## src/rtl/wdt_pkg.sv

```systemverilog
// Shared constants for the watchdog bus front end: register offsets,
// CTRL/STAT bit positions, key words and the key sequencer state type.
package wdt_pkg;

    localparam logic [1:0] OFS_KEY        = 2'd0;
    localparam logic [1:0] OFS_PERIOD     = 2'd1;
    localparam logic [1:0] OFS_RST_PERIOD = 2'd2;
    localparam logic [1:0] OFS_CTRL       = 2'd3;

    localparam int CTRL_LOCK_BIT = 0;
    localparam int CTRL_FS_BIT   = 1;
    localparam int CTRL_HR_BIT   = 2;
    localparam int CTRL_CNT_LSB  = 16;

    localparam logic [31:0] WDT_KEY1 = 32'h5555_AAAA;
    localparam logic [31:0] WDT_KEY2 = 32'hAAAA_5555;

    typedef enum logic [1:0] {
        S_INIT  = 2'd0,
        S_IDLE  = 2'd1,
        S_ARMED = 2'd2
    } key_state_t;

endpackage

```

## src/rtl/wdt_key_fsm.sv

```systemverilog
// Two-word key sequencer. Emits a one-cycle init kick after reset release,
// a kick on a correct KEY1/KEY2 pair and key_err on any wrong key word.
// Outputs are combinational decodes; the top registers them.
module wdt_key_fsm
    import wdt_pkg::*;
#(
    parameter logic [31:0] KEY1 = WDT_KEY1,
    parameter logic [31:0] KEY2 = WDT_KEY2
) (
    input  logic        clk,
    input  logic        rst,
    input  logic        key_we,
    input  logic        other_we,
    input  logic [31:0] wdata,
    output logic        init_kick,
    output logic        kick,
    output logic        key_err
);

    key_state_t state_reg;
    key_state_t state_next;

    // State register; reset always restarts at the init kick and drops any armed key.
    always_ff @(posedge clk or posedge rst) begin
        if (rst) begin
            state_reg <= S_INIT;
        end else begin
            state_reg <= state_next;
        end
    end

    // Next-state and event decode; writes to other registers abort an armed sequence silently.
    always_comb begin
        state_next = state_reg;
        init_kick  = 1'b0;
        kick       = 1'b0;
        key_err    = 1'b0;
        case (state_reg)
            S_INIT: begin
                init_kick  = 1'b1;
                state_next = S_IDLE;
            end
            S_IDLE: begin
                if (key_we) begin
                    if (wdata == KEY1) begin
                        state_next = S_ARMED;
                    end else begin
                        key_err = 1'b1;
                    end
                end
            end
            S_ARMED: begin
                if (key_we) begin
                    state_next = S_IDLE;
                    if (wdata == KEY2) begin
                        kick = 1'b1;
                    end else begin
                        key_err = 1'b1;
                    end
                end else if (other_we) begin
                    state_next = S_IDLE;
                end
            end
            default: begin
                state_next = S_INIT;
            end
        endcase
    end

endmodule

```

## src/rtl/wdt_bus_ctrl.sv

```systemverilog
// CPU-side front end for the watchdog: decodes bus writes into clear pulses,
// wait/reset periods and a guarded kick, and latches watchdog status events.
module wdt_bus_ctrl
    import wdt_pkg::*;
#(
    parameter logic [31:0] DEFAULT_WAIT = 32'd1000,
    parameter logic [31:0] DEFAULT_RST  = 32'd16,
    parameter logic [31:0] KEY1         = WDT_KEY1,
    parameter logic [31:0] KEY2         = WDT_KEY2
) (
    input  logic        i_clk,
    input  logic        i_rst,
    input  logic [3:0]  i_addr,
    input  logic        i_we,
    input  logic [31:0] i_wdata,
    output logic [31:0] o_rdata,
    input  logic        i_fail_safe,
    input  logic        i_hardware_rst,
    output logic        o_clrwdt,
    output logic [31:0] o_wait_period,
    output logic        o_wait_period_w_en,
    output logic [31:0] o_rst_period,
    output logic        o_key_err
);

    logic [1:0]  offset;
    logic        key_we;
    logic        period_we;
    logic        rst_period_we;
    logic        ctrl_we;
    logic        other_we;

    logic [31:0] period_reg;
    logic [31:0] rst_period_reg;
    logic        dirty_reg;
    logic        lock_reg;
    logic        fs_seen_reg;
    logic        hr_seen_reg;
    logic [15:0] kick_cnt_reg;
    logic        clrwdt_reg;
    logic        w_en_reg;
    logic        key_err_reg;

    logic        init_kick;
    logic        kick;
    logic        key_err;

    // Only word offset is decoded; the byte lanes are deliberately ignored.
    logic        unused_addr_bits;
    assign unused_addr_bits = &{1'b0, i_addr[1:0]};

    assign offset        = i_addr[3:2];
    assign key_we        = i_we && (offset == OFS_KEY);
    assign period_we     = i_we && (offset == OFS_PERIOD);
    assign rst_period_we = i_we && (offset == OFS_RST_PERIOD);
    assign ctrl_we       = i_we && (offset == OFS_CTRL);
    assign other_we      = i_we && (offset != OFS_KEY);

    wdt_key_fsm #(
        .KEY1 (KEY1),
        .KEY2 (KEY2)
    ) u_key_fsm (
        .clk       (i_clk),
        .rst       (i_rst),
        .key_we    (key_we),
        .other_we  (other_we),
        .wdata     (i_wdata),
        .init_kick (init_kick),
        .kick      (kick),
        .key_err   (key_err)
    );

    // Registered service pulses; the init kick always reloads the wait period.
    always_ff @(posedge i_clk or posedge i_rst) begin
        if (i_rst) begin
            clrwdt_reg  <= 1'b0;
            w_en_reg    <= 1'b0;
            key_err_reg <= 1'b0;
        end else begin
            clrwdt_reg  <= init_kick | kick;
            w_en_reg    <= init_kick | (kick & dirty_reg);
            key_err_reg <= key_err;
        end
    end

    // Staged wait period; dirty marks a value the watchdog has not loaded yet.
    always_ff @(posedge i_clk or posedge i_rst) begin
        if (i_rst) begin
            period_reg <= DEFAULT_WAIT;
            dirty_reg  <= 1'b0;
        end else begin
            if (kick) begin
                dirty_reg <= 1'b0;
            end else if (period_we && !lock_reg) begin
                period_reg <= i_wdata;
                dirty_reg  <= 1'b1;
            end
        end
    end

    // Reset period register, frozen once LOCK is set.
    always_ff @(posedge i_clk or posedge i_rst) begin
        if (i_rst) begin
            rst_period_reg <= DEFAULT_RST;
        end else if (rst_period_we && !lock_reg) begin
            rst_period_reg <= i_wdata;
        end
    end

    // LOCK is set-only; status bits are sticky W1C where a new event beats the clear.
    always_ff @(posedge i_clk or posedge i_rst) begin
        if (i_rst) begin
            lock_reg    <= 1'b0;
            fs_seen_reg <= 1'b0;
            hr_seen_reg <= 1'b0;
        end else begin
            if (ctrl_we && i_wdata[CTRL_LOCK_BIT]) begin
                lock_reg <= 1'b1;
            end
            if (i_fail_safe) begin
                fs_seen_reg <= 1'b1;
            end else if (ctrl_we && i_wdata[CTRL_FS_BIT]) begin
                fs_seen_reg <= 1'b0;
            end
            if (i_hardware_rst) begin
                hr_seen_reg <= 1'b1;
            end else if (ctrl_we && i_wdata[CTRL_HR_BIT]) begin
                hr_seen_reg <= 1'b0;
            end
        end
    end

    // Counts software kicks only, saturating instead of wrapping.
    always_ff @(posedge i_clk or posedge i_rst) begin
        if (i_rst) begin
            kick_cnt_reg <= 16'd0;
        end else if (kick && (kick_cnt_reg != 16'hFFFF)) begin
            kick_cnt_reg <= kick_cnt_reg + 16'd1;
        end
    end

    // Combinational readback; KEY is write-only and reads as zero.
    always_comb begin
        o_rdata = 32'd0;
        case (offset)
            OFS_PERIOD:     o_rdata = period_reg;
            OFS_RST_PERIOD: o_rdata = rst_period_reg;
            OFS_CTRL: begin
                o_rdata[CTRL_LOCK_BIT]                 = lock_reg;
                o_rdata[CTRL_FS_BIT]                   = fs_seen_reg;
                o_rdata[CTRL_HR_BIT]                   = hr_seen_reg;
                o_rdata[CTRL_CNT_LSB +: 16]            = kick_cnt_reg;
            end
            default:        o_rdata = 32'd0;
        endcase
    end

    assign o_clrwdt           = clrwdt_reg;
    assign o_wait_period_w_en = w_en_reg;
    assign o_key_err          = key_err_reg;
    assign o_wait_period      = period_reg;
    assign o_rst_period       = rst_period_reg;

endmodule

```

## config.mk

```make
export PLATFORM = sky130hd
export DESIGN_NAME = wdt_bus_ctrl
export DESIGN_NICKNAME = d
export VERILOG_FILES = /design/src/rtl/wdt_pkg.sv /design/src/rtl/wdt_key_fsm.sv /design/src/rtl/wdt_bus_ctrl.sv
export SDC_FILE = /design/constraint.sdc
export NUM_CORES = 1
export LEC_CHECK = 0
export CORE_MARGIN = 4
export CORE_UTILIZATION = 45
export CTS_CLUSTER_SIZE = 12
export DETAILED_ROUTE_END_ITERATION = 8
export GPL_ROUTABILITY_DRIVEN = 0
export PLACE_DENSITY = 0.89
export SLEW_MARGIN = 20
export SYNTH_ARGS = -nofsm -noshare
export SYNTH_HDL_FRONTEND = slang
export SYNTH_HIERARCHICAL = 1
export SYNTH_SLANG_ARGS = --single-unit
```

## constraint.sdc

```tcl
create_clock -name i_clk -period 4.97 [get_ports i_clk]
set_clock_uncertainty 0.2 [all_clocks]
set_input_delay 0.994 -clock i_clk [delete_from_list [all_inputs] [get_ports i_clk]]
set_output_delay 0.994 -clock i_clk [all_outputs]
set_load 0.01 [all_outputs]
```

==> results.py, run 1 <==
metrics = {
    "sta": {
        "finalSetupViolations": 0,
        "finalHoldViolCount": 0,
        "fmax_ghz": 0.237,
        "whs_ns": 0.291,
        "report.final.slew_viol_count": 0,
        "rsz0062_at_grt": "false",
        "min_period_over_period_pct": 84.9,
        "fin_crit_ns": 4.22,
        "setup_tns_ns": 0,
        "setup_slack_ns": 0.753,
        "worstMarginPinSlew_ns": 1.09,
        "slew_headroom_pct": 27.1,
    },
    "cts": {
        "cts_root_buf": "clkbuf_8",
        "cts_tree": "done",
        "cts_resized": 0,
        "htreeDepth": 3,
        "cts.sinks": 89,
        "clock_latency_ns": 0.35,
        "hold_buffers": 0,
        "path_clk_slew_ns": 0.08,
        "post_cts_buffers": 0,
        "cts_buffers": 9,
        "clock_path_buffers": 2,
    },
    "job": {
        "maxCapViolCount": 0,
    },
    "yosys": {
        "ys_types": 45,
        "synth_top_area_cell": "dfrtp_1",
        "async_flop_share_pct": 100,
        "synth_top_area_share_pct": 46.3,
        "synth_area_leaders": "dfrtp_1 (46%), mux2_2 (17%), a222oi_1 (4.3%)",
        "synth.ff_latch_count": 89,
        "synth_area_mm2": 0.00444,
        "yosysWarnings": 6,
        "synth.yosys.seq_area_share_pct": 50.4,
        "synthCells": 357,
        "synth_area_per_cell_um2": 12.4,
        "synth_edf_count": 0,
        "synthFlopType": "dfrtp_1",
        "syn-num-nets": 409,
    },
    "power": {
        "power_density_mw_per_mm2": 405,
        "clkPwrFrac_pct": 18.3,
        "p_comb_share_pct": 37.3,
        "switching_share_pct": 30.8,
        "vdd_ir_drop_max_v": 0.000242,
        "share_seq_of_total_power_pct": 44.4,
        "leakage_nw": 2.53,
        "p_sw_mw": 0.767,
        "p_total_mw": 2.49,
        "p_int_mw": 1.72,
    },
    "setup_path": {
        "worstPathArrival_ns": 3.02,
        "r2r_end": "o_wait_period[12]$_DFFE_PP0P_",
        "crit_start": "i_addr[2]",
        "reg2regPathDepth": 9,
        "crit_fanout": 16,
        "critPathMaxStageDelay_ns": 0.52,
        "cpMostUsedCell": "clkdlybuf4s50_1",
        "crit_family": "buffers and inverters",
        "cp.required_ns": 3.78,
        "crit_buf_inv": 4,
        "crit_slowest_cell": "clkdlybuf4s50_1",
        "startpoint_type": "primary input",
        "critPathCapture": "o_rdata[2]",
        "cp-end-kind": "output port",
        "cp_num_cells": 7,
        "crit_path_cell_trace": "clkdlybuf4s50_1 > inv_1 > ha_1 > buf_4 > a222oi_1 > nor2_1 > clkdlybuf4s50_1",
        "crit_type": "in2out",
        "rrSetupSlack_ns": 1.42,
        "timing.rr.start": "u_key_fsm/state_reg[0]$_DFFE_PP0P_",
    },
    "grt": {
        "grt_pass1_wl_um": 20100,
        "antenna_found_initial": 0,
        "grt-ovfl-total": 0,
        "grt_max_degree": 53,
        "first_global_vias": 3870,
        "gr-usage-all-layers_pct": 22.2,
    },
    "cells_and_area": {
        "drive_gt1_share_pct": 22.3,
        "antennaDiodeCount": 0,
        "fin_nets": 544,
        "syn2layout_area_growth_pct": 38.6,
        "fin_area_mm2": 0.00615,
        "postLayoutCoreUtil_pct": 65.3,
        "fill_cells": 716,
        "layout.cells.non_filler": 626,
    },
    "die": {
        "start_util_pct": 47.1,
        "die_x_um": 107,
        "die_h_um": 107,
        "die_area_mm2": 0.0115,
        "std_cell_rows": 35,
        "core_mm2": 0.00942,
        "pin_count": 140,
    },
    "placement": {
        "dp_slack_ns": 0.537,
        "post_dp_cell_area_mm2": 0.00597,
        "placed_cells": 610,
        "hpwl_um": 9300,
        "io_buffers": 137,
    },
    "detailed_routing": {
        "wl_per_cell_um": 20.3,
        "drtIter0Drc": 262,
        "ant_nets": 0,
        "avgViaCountPerCell": 5.85,
        "dr.pass1.iters": 9,
        "drcViolationCount": 0,
        "vias": 3662,
        "routed_wl_um": 12700,
    },
    "outcome": {
        "status": "finished, final reports clean",
    },
    "worst_hold_path": {
        "hold_class": "reg2reg",
    },
}
==> power by group through the flow <==
| stage | clock network [mW] | logic, mW | registers (mW) |
|---|---|---|---|
| after floorplan | 0 | 0.279 | 1.17 |
| after global placement | 0 | 0.914 | 1.10 |
| after detailed placement | 0 | 0.935 | 1.11 |
| after CTS | 0.468 | 0.940 | 1.10 |
| after global routing | 0.497 | 0.986 | 1.13 |
| final | 0.456 | 0.929 | 1.11 |
==> worst min path at each step <==
stage | from | end | slack (ns) | depth (start not counted)
after detailed placement | hr_seen_reg$_DFFE_PP0P_ | hr_seen_reg$_DFFE_PP0P_ | 0.27 | 1
after CTS | dirty_reg$_DFFE_PP0P_ | dirty_reg$_DFFE_PP0P_ | 0.29 | 1
final | dirty_reg$_DFFE_PP0P_ | dirty_reg$_DFFE_PP0P_ | 0.29 | 1
after global routing | fs_seen_reg$_DFFE_PP0P_ | fs_seen_reg$_DFFE_PP0P_ | 0.31 | 1
after global placement | fs_seen_reg$_DFFE_PP0P_ | fs_seen_reg$_DFFE_PP0P_ | 0.26 | 1
after floorplan | fs_seen_reg$_DFFE_PP0P_ | fs_seen_reg$_DFFE_PP0P_ | 0.25 | 1
==> cells by family after synthesis <==
kind of cell / synth area share [%]
AO/OA/AOI/OAI: 9.08
AND/OR/NAND/NOR: 14.8
XOR/XNOR: 2.17
adder cells (fa/ha/maj): 3.10
flip-flops: 50.4
buffers and inverters: 2.88
multiplexers: 17.5
==> Yosys cell counts, types with 2 or more instances <==
| master | count |
|---|---|
| nor4_2 | 2 |
| mux2i_1 | 2 |
| a222oi_1 | 19 |
| nand3b_1 | 2 |
| nand2_1 | 7 |
| dfstp_2 | 7 |
| a21o_1 | 4 |
| clkbuf_1 | 13 |
| inv_1 | 9 |
| and4bb_2 | 3 |
| buf_2 | 8 |
| and3_1 | 3 |
| ha_1 | 11 |
| a22oi_1 | 13 |
| mux2_2 | 65 |
| nor2b_1 | 16 |
| nor3_1 | 6 |
| nand4_1 | 11 |
| and2_1 | 2 |
| xor2_1 | 5 |
| nor4bb_1 | 5 |
| nand3_1 | 6 |
| nor2_1 | 25 |
| dfrtp_1 | 82 |
| and4bb_1 | 5 |
| nor4b_1 | 2 |
| xnor2_1 | 6 |
==> per-layer routing <==
metal | wire length, um | vias up | track usage, % | part of all wire (%)
met5 | 0 | - | 0 | 0
met4 | 343 | 0 | 9.22 | 2.7
met2 | 6170 | 190 | 36.6 | 49
met3 | 954 | 30 | 4.32 | 7.5
met1 | 5250 | 1833 | 28.5 | 41
li1 | - | 1609 | - | -
==> area by class of cell <==
cell class,count,area (um^2),area share [%]
timing repair buffer,146,1450,23.6
multi-input combinational,237,2090,33.9
clock buffer,11,141,2.30
tap,129,161,2.62
sequential,89,2240,36.4
clock inverter,5,37.5,0.610
inverter,9,35.0,0.570
==> cells in the final DEF, fill, tap and decap left out, types with 3 or more instances in the layout <==
cell type | Yosys | layout
and3_1 | 3 | 3
buf_4 | 0 | 8
and4bb_2 | 3 | 3
nand4_1 | 11 | 11
xnor2_1 | 6 | 6
clkdlybuf4s50_1 | 0 | 137
a21o_1 | 4 | 4
nand3_1 | 6 | 6
mux2_2 | 65 | 65
nor3_1 | 6 | 6
a222oi_1 | 19 | 19
nor4bb_1 | 5 | 4
nand2_1 | 7 | 7
dfrtp_1 | 82 | 82
and4bb_1 | 5 | 5
clkbuf_8 | 0 | 10
nor2_1 | 25 | 25
ha_1 | 11 | 11
inv_1 | 9 | 8
dfstp_2 | 7 | 7
nor2b_1 | 16 | 16
xor2_1 | 5 | 5
a22oi_1 | 13 | 13
(Power assumes the default switching activity.)
==> run 2, diff against run 1 <==
- clock period: 4.97 -> 4.4 ns (I/O delays scaled with it)
==> results.py, run 2 (same netlist as run 1, synthesis figures left out) <==
metrics = {
    "setup_path": {
        "startpoint_type": "primary input",
        "crit_path_cell_trace": "clkdlybuf4s50_1 > inv_1 > ha_1 > nor2_1 > clkdlybuf4s50_1",
        "crit_buf_inv": 3,
        "reg2regPathDepth": 10,
        "r2r_end": "o_wait_period[0]$_DFFE_PP0P_",
        "critPathMaxStageDelay_ns": 0.74,
        "crit_slowest_cell": "ha_1",
        "cp.required_ns": 3.32,
        "crit_start": "i_addr[2]",
        "rrSetupSlack_ns": 1.15,
        "crit_fanout": 19,
        "cp-end-kind": "output port",
        "critPathCapture": "o_rdata[30]",
        "crit_type": "in2out",
        "crit_family": "buffers and inverters",
        "worstPathArrival_ns": 2.92,
        "timing.rr.start": "u_key_fsm/state_reg[0]$_DFFE_PP0P_",
        "cp_num_cells": 5,
        "cpMostUsedCell": "clkdlybuf4s50_1",
    },
    "die": {
        "die_area_mm2": 0.0115,
        "std_cell_rows": 35,
        "die_x_um": 107,
        "core_mm2": 0.00942,
        "pin_count": 140,
        "start_util_pct": 47.1,
        "die_h_um": 107,
    },
    "power": {
        "p_total_mw": 2.86,
        "clkPwrFrac_pct": 19.6,
        "p_sw_mw": 0.846,
        "p_int_mw": 2.02,
        "power_density_mw_per_mm2": 462,
        "p_comb_share_pct": 36.7,
        "vdd_ir_drop_max_v": 0.000279,
        "share_seq_of_total_power_pct": 43.7,
        "switching_share_pct": 29.6,
        "leakage_nw": 2.56,
    },
    "sta": {
        "worstMarginPinSlew_ns": 0.879,
        "setup_slack_ns": 0.403,
        "slew_headroom_pct": 41.4,
        "rsz0062_at_grt": "false",
        "setup_tns_ns": 0,
        "fmax_ghz": 0.250,
        "min_period_over_period_pct": 90.8,
        "fin_crit_ns": 4.00,
        "finalSetupViolations": 0,
        "report.final.slew_viol_count": 0,
        "finalHoldViolCount": 0,
    },
    "cts": {
        "post_cts_buffers": 0,
        "clock_path_buffers": 2,
        "cts_buffers": 9,
        "cts_root_buf": "clkbuf_8",
        "cts.sinks": 89,
        "clock_latency_ns": 0.35,
        "hold_buffers": 0,
        "htreeDepth": 3,
        "cts_tree": "done",
        "path_clk_slew_ns": 0.08,
        "cts_resized": 0,
    },
    "worst_hold_path": {
        "hold_class": "reg2reg",
    },
    "detailed_routing": {
        "dr.pass1.iters": 7,
        "avgViaCountPerCell": 5.78,
        "wl_per_cell_um": 20.1,
        "drtIter0Drc": 278,
        "vias": 3640,
        "drcViolationCount": 0,
        "ant_nets": 0,
        "routed_wl_um": 12600,
    },
    "grt": {
        "gr-usage-all-layers_pct": 22.3,
        "grt_max_degree": 60,
        "grt-ovfl-total": 0,
        "first_global_vias": 3800,
        "grt_pass1_wl_um": 20000,
        "antenna_found_initial": 0,
    },
    "outcome": {
        "status": "finished, final reports clean",
    },
    "placement": {
        "hpwl_um": 9350,
        "post_dp_cell_area_mm2": 0.00599,
        "io_buffers": 137,
        "dp_slack_ns": 0.340,
    },
    "cells_and_area": {
        "fin_area_mm2": 0.00619,
        "postLayoutCoreUtil_pct": 65.7,
        "drive_gt1_share_pct": 22.8,
        "final_common_cell": "clkdlybuf4s50_1",
        "syn2layout_area_growth_pct": 39.5,
        "fin_nets": 548,
        "final_cell_mix": "clkdlybuf4s50_1 (137), dfrtp_1 (82), mux2_2 (65)",
        "antennaDiodeCount": 0,
    },
    "job": {
        "maxCapViolCount": 0,
    },
}
==> run 2: cell count changes in the layout (fill, tap and decap cells not counted), sizes merged <==
cell	change
buf	+4
clkbuf	+2
clkinvlp	-2
bufinv	+1
inv	-1
==> run 2: how the worst min path moves through the flow <==
stage,from,to,slack (ns),depth (start not counted)
finish,dirty_reg$_DFFE_PP0P_,o_wait_period_w_en$_DFF_PP0_,0.29,1
global route,hr_seen_reg$_DFFE_PP0P_,hr_seen_reg$_DFFE_PP0P_,0.31,1
CTS,hr_seen_reg$_DFFE_PP0P_,hr_seen_reg$_DFFE_PP0P_,0.30,1
detailed placement,hr_seen_reg$_DFFE_PP0P_,hr_seen_reg$_DFFE_PP0P_,0.28,1
global placement,fs_seen_reg$_DFFE_PP0P_,fs_seen_reg$_DFFE_PP0P_,0.26,1
floorplan,fs_seen_reg$_DFFE_PP0P_,fs_seen_reg$_DFFE_PP0P_,0.25,1
==> run 2: metal layers <==
| layer | wire length (um) | vias to the layer above | track usage [%] |
|---|---|---|---|
| li1 | - | 1620 | - |
| met1 | 5180 | 1809 | 28.2 |
| met2 | 6210 | 184 | 37.1 |
| met3 | 953 | 27 | 5.52 |
| met4 | 291 | 0 | 7.85 |
| met5 | 0 | - | 0 |
==> run 2: cell type report <==
| class | instances | area, um^2 |
|---|---|---|
| Fill cell | 700 | 3230 |
| Sequential cell | 89 | 2240 |
| Multi-Input combinational cell | 237 | 2090 |
| Timing Repair Buffer | 150 | 1470 |
| Tap cell | 129 | 161 |
| Clock buffer | 13 | 159 |
| Clock inverter | 3 | 40.0 |
| Inverter | 9 | 36.3 |
==> run 2: power groups by stage <==
stage / Combinational (mW) / Clock (mW) / Sequential, mW
floorplan: 0.315 / 0 / 1.32
global placement: 1.03 / 0 / 1.25
detailed placement: 1.06 / 0 / 1.26
CTS: 1.06 / 0.571 / 1.25
global route: 1.11 / 0.611 / 1.28
finish: 1.05 / 0.561 / 1.25
==> run 2: metrics by stage <==
step           hold slack [ns]  instances
2_1_floorplan            0.249        357
4_1_cts                  0.296        630
3_3_place_gp             0.260        614
3_5_place_dp             0.275        614
6_report                 0.292        630
5_1_grt                  0.307        630
